[src/rtl/event_blinker.sv]
// event_blinker: turns one-cycle event pulses into visible LED blinks,
// queueing events that arrive mid-blink in a saturating pending counter.
module event_blinker #(
    parameter int CNT_W     = 16,
    parameter int ON_TICKS  = 50000,
    parameter int OFF_TICKS = 50000,
    parameter int PEND_W    = 4
) (
    input  logic              clk,
    input  logic              rst_n,
    input  logic              evt_in,
    input  logic              clr,
    output logic              led_out,
    output logic              busy,
    output logic [PEND_W-1:0] pending,
    output logic              overflow
);
    typedef enum logic [1:0] {IDLE, ON, OFF} state_t;

    localparam logic [CNT_W-1:0] ON_LOAD  = CNT_W'(ON_TICKS - 1);
    localparam logic [CNT_W-1:0] OFF_LOAD = CNT_W'(OFF_TICKS - 1);

    state_t             state, state_nx;
    logic [CNT_W-1:0]   timer, timer_nx;
    logic [PEND_W-1:0]  pending_nx;
    logic               deq, full, has_pend;

    assign has_pend = pending != '0;
    assign full     = &pending;
    assign busy     = state != IDLE || has_pend;

    always_comb begin
        state_nx = state;
        timer_nx = timer;
        deq      = 1'b0;
        case (state)
            IDLE: if (has_pend) begin
                state_nx = ON;
                timer_nx = ON_LOAD;
                deq      = 1'b1;
            end
            ON: if (timer == '0) begin
                state_nx = OFF;
                timer_nx = OFF_LOAD;
            end else begin
                timer_nx = timer - CNT_W'(1);
            end
            OFF: if (timer != '0) begin
                timer_nx = timer - CNT_W'(1);
            end else if (has_pend) begin
                state_nx = ON;
                timer_nx = ON_LOAD;
                deq      = 1'b1;
            end else begin
                state_nx = IDLE;
            end
            default: begin
                state_nx = IDLE;
                timer_nx = '0;
            end
        endcase
    end

    // A saturated counter holds its value; an event is only lost when nothing dequeues.
    assign pending_nx = (evt_in && !deq) ? (full ? pending : pending + PEND_W'(1))
                      : (!evt_in && deq) ? pending - PEND_W'(1) : pending;

    always_ff @(posedge clk or negedge rst_n) begin
        if (!rst_n) begin
            state    <= IDLE;
            timer    <= '0;
            pending  <= '0;
            led_out  <= 1'b0;
            overflow <= 1'b0;
        end else if (clr) begin
            state    <= IDLE;
            timer    <= '0;
            pending  <= '0;
            led_out  <= 1'b0;
            overflow <= 1'b0;
        end else begin
            state    <= state_nx;
            timer    <= timer_nx;
            pending  <= pending_nx;
            led_out  <= state_nx == ON;
            overflow <= overflow | (evt_in & full & ~deq);
        end
    end
endmodule
[config.mk]
export PLATFORM = sky130hd
export DESIGN_NAME = event_blinker
export DESIGN_NICKNAME = d
export VERILOG_FILES = /design/src/rtl/event_blinker.sv
export SDC_FILE = /design/constraint.sdc
export NUM_CORES = 1
export LEC_CHECK = 0
export CAP_MARGIN = 10
export CELL_PAD_IN_SITES_DETAIL_PLACEMENT = 1
export CELL_PAD_IN_SITES_GLOBAL_PLACEMENT = 1
export CORE_AREA = 3 3 66 68
export DETAILED_ROUTE_END_ITERATION = 12
export DIE_AREA = 0 0 69 71
export GPL_ROUTABILITY_DRIVEN = 0
export GPL_TIMING_DRIVEN = 0
export HOLD_SLACK_MARGIN = 0.08
export PLACE_DENSITY_LB_ADDON = 0.1
export SYNTH_ARGS = -nofsm -noshare
export SYNTH_HDL_FRONTEND = slang
export SYNTH_SLANG_ARGS = --single-unit
export TNS_END_PERCENT = 5
[constraint.sdc]
create_clock -name clk -period 3.4 [get_ports clk]
set_input_delay 0.85 -clock clk [delete_from_list [all_inputs] [get_ports clk]]
set_output_delay 0.85 -clock clk [all_outputs]
set_load 0.02 [all_outputs]
==> flow_summary.ini <==
[setup_path]
startpoint = timer[0]
crit_slowest_cell = or4_1
cp-end-kind = register
worstPathArrival_ns = 3.30
regToRegEndpoint = pending[3]
required_ns = 3.59
cp_top_family = simple AND/OR/NAND/NOR gates
worstPathMaxFanout = 9
rr_worst_depth = 13
slowest_delay_ns = 0.49
critical_path_class = register to register
crit_chain = inv_1, ha_2, nor4b_4, and4_1, buf_4, a21oi_4, o21ai_2, ha_1, a21oi_1, nand2_1, and3_1, or4_1, o211ai_1
path_buf_inv = 2
rr_startpoint = timer[0]
reg2reg_slack_ns = 0.29
cp-start-kind = register

[grt]
antenna_found_initial = 0
grt_pass1_wl_um = 8420
grt_start_max_net_pins = 25
grt-ovfl-total = 0
grt_pass1_vias = 1653
grt.total_usage_pct = 20.8

[clock_tree]
clock_latency_ns = 0.27
holdBufCountCts = 0
root_buffer = clkbuf_8
h-tree-depth = 1
clk_pin_slew_ns = 0.08
cts_tree = yes
cts.sinks = 24
clockBufferDepth = 2
cts_inserted_buffers = 3

[synth]
synth_flop_cell = dfrtp_1
post_synth_inst_count = 192
syn_area_per_cell_um2 = 8.60
synth-edff-count = 0
synth_area_leader_cell = dfrtp_1
syn-cell-area_um2 = 1650
synth_most_common_cell = dfrtp_1
yosysWarningCount = 0
async_flop_share_pct = 100
syn_nets = 200
synth_cell_type_count = 51
synth_common_cells = dfrtp_1 (24), nor3_1 (17), o21ai_0 (16)
synthTopCellsByArea = dfrtp_1 (36%), nor3_1 (5.2%), o21ai_0 (4.8%)
ys_seq_elements = 24
seq_area_frac_synth_pct = 36.4
synth_top_area_share_pct = 36.4

[timing]
hold_viol = 0
fin_skew_ns = 0.00260
tightest_slew_ns = 1.10
rsz0062_at_grt = false
slew_headroom_pct = 26.2
worst_slack_ns = 0.294
finalCritPeriodShare_pct = 91.3
min_period_ns = 3.11
max_freq_ghz = 0.322
final_max_slew_viol_count = 0
finalSetupViolCount = 0

[placed_design]
dp_cells = 251
hpwlAfterDp_um = 3550
dp_slack_ns = -0.0541
io_buffers = 9

[job]
max-cap-violations = 0

[min_path]
min_to = overflow
holdPathStages = 2
hp-class = register to register
hp-start = overflow

[power_and_ir_drop]
irDropWorstVdd_v = 0.000396
leakagePower_nw = 0.766
power_density_nw_per_um2 = 905

[finish]
final_nets = 215
drive_above_1_share_pct = 11.2
antenna_cells = 0
area_growth_pct = 14.4
post-route-util_pct = 48.3
finalNonFillerCells = 256

[detailed_routing]
drt-initial-drc-count = 108
vias_per_cell = 6.34
ant_nets = 0
drt_wl_total_um = 4760
vias = 1623
drt_pre_antenna_iters = 4
wl_per_cell_um = 18.6
drc = 0

[floorplanning]
core-area_um2 = 3910
ios = 11
die_h_um = 71
die_area_um2 = 4900
rows = 23
start_util_pct = 42.2
die_w_um = 69

[status]
status = complete, no violations
worst min-delay path, stage by stage, from the launching register on:
cell	delay [ns]
dfrtp_1	0.35
a31oi_1	0.04
nor2_1	0.08
timing repair:
item | 4_1_cts | 5_1_grt
resized for setup | 1 | 4
setup buffers | 0 | 1
endpoints found under the setup margin | 1 | 2
sequential cells by signal (all words and copies together), names as in the netlist:
name and cells:
led_out 1, pending 4, state 2, timer 16, overflow 1
layout by cell type, fill, tap and decap left out, types with 3 or more instances in the layout:
cell	n
nand3_1	7
nand4_1	5
a21o_1	3
inv_1	15
or4_1	6
nand2_1	11
nor2_1	9
clkbuf_8	4
clkdlybuf4s50_1	9
clkbuf_1	5
a2111oi_0	3
dfrtp_1	24
a221oi_1	3
xnor2_1	5
a31oi_1	5
a21oi_1	9
o21ai_0	15
nor3_1	17
cell families after synthesis:
logic type,share of synthesized area [%]
xor gates and xnor gates,3.71
DFF,36.4
adders and majority gates,3.49
and+or+nand+nor,27.7
buffers and inverters,5.30
AOI/OAI and AO/OA,23.4
routing by layer:
layer	part of all wire, %	wire, um	up-vias	GRT usage (%)
met4	0.61	29	0	3.90
met2	47	2220	27	32.7
li1	-	-	756	-
met1	49	2330	835	30.5
met3	3.6	170	5	3.41
met5	0	0	-	0
report_power, final:
group          switching [mW]  internal, mW
registers               0.127         0.371
clock network          0.0919         0.104
logic                   0.614         0.402
total                   0.833         0.876
worst max path at each step:
stage,end,cells after the start
finish,pending[3],13
global route,pending[3],13
CTS,pending[3],13
detailed placement,pending[3],13
global placement,pending[3],13
floorplan,pending[3],13
area by class of cell:
cell class,instances,area (um^2)
Buffer,7,31.3
Clock buffer,4,55.1
Fill cell,484,2020
Inverter,15,56.3
Multi-Input combinational cell,146,986
Sequential cell,24,601
Tap cell,50,62.6
Timing Repair Buffer,10,97.6
metrics by stage:
| step | power, mW | setup TNS, ns | hold WS [ns] | instance area, um^2 |
|---|---|---|---|---|
| 3_3_place_gp | 1.41 | 0 | 0.490 | 1800 |
| 6_report | 1.71 | 0 | 0.518 | 1890 |
| 2_1_floorplan | 1.16 | 0 | 0.538 | 1650 |
| 4_1_cts | 1.67 | 0 | 0.530 | 1860 |
| 3_5_place_dp | 1.46 | -0.0541 | 0.491 | 1800 |
| 5_1_grt | 1.87 | 0 | 0.611 | 1890 |
Note: power is estimated with default switching activity, not from simulation.
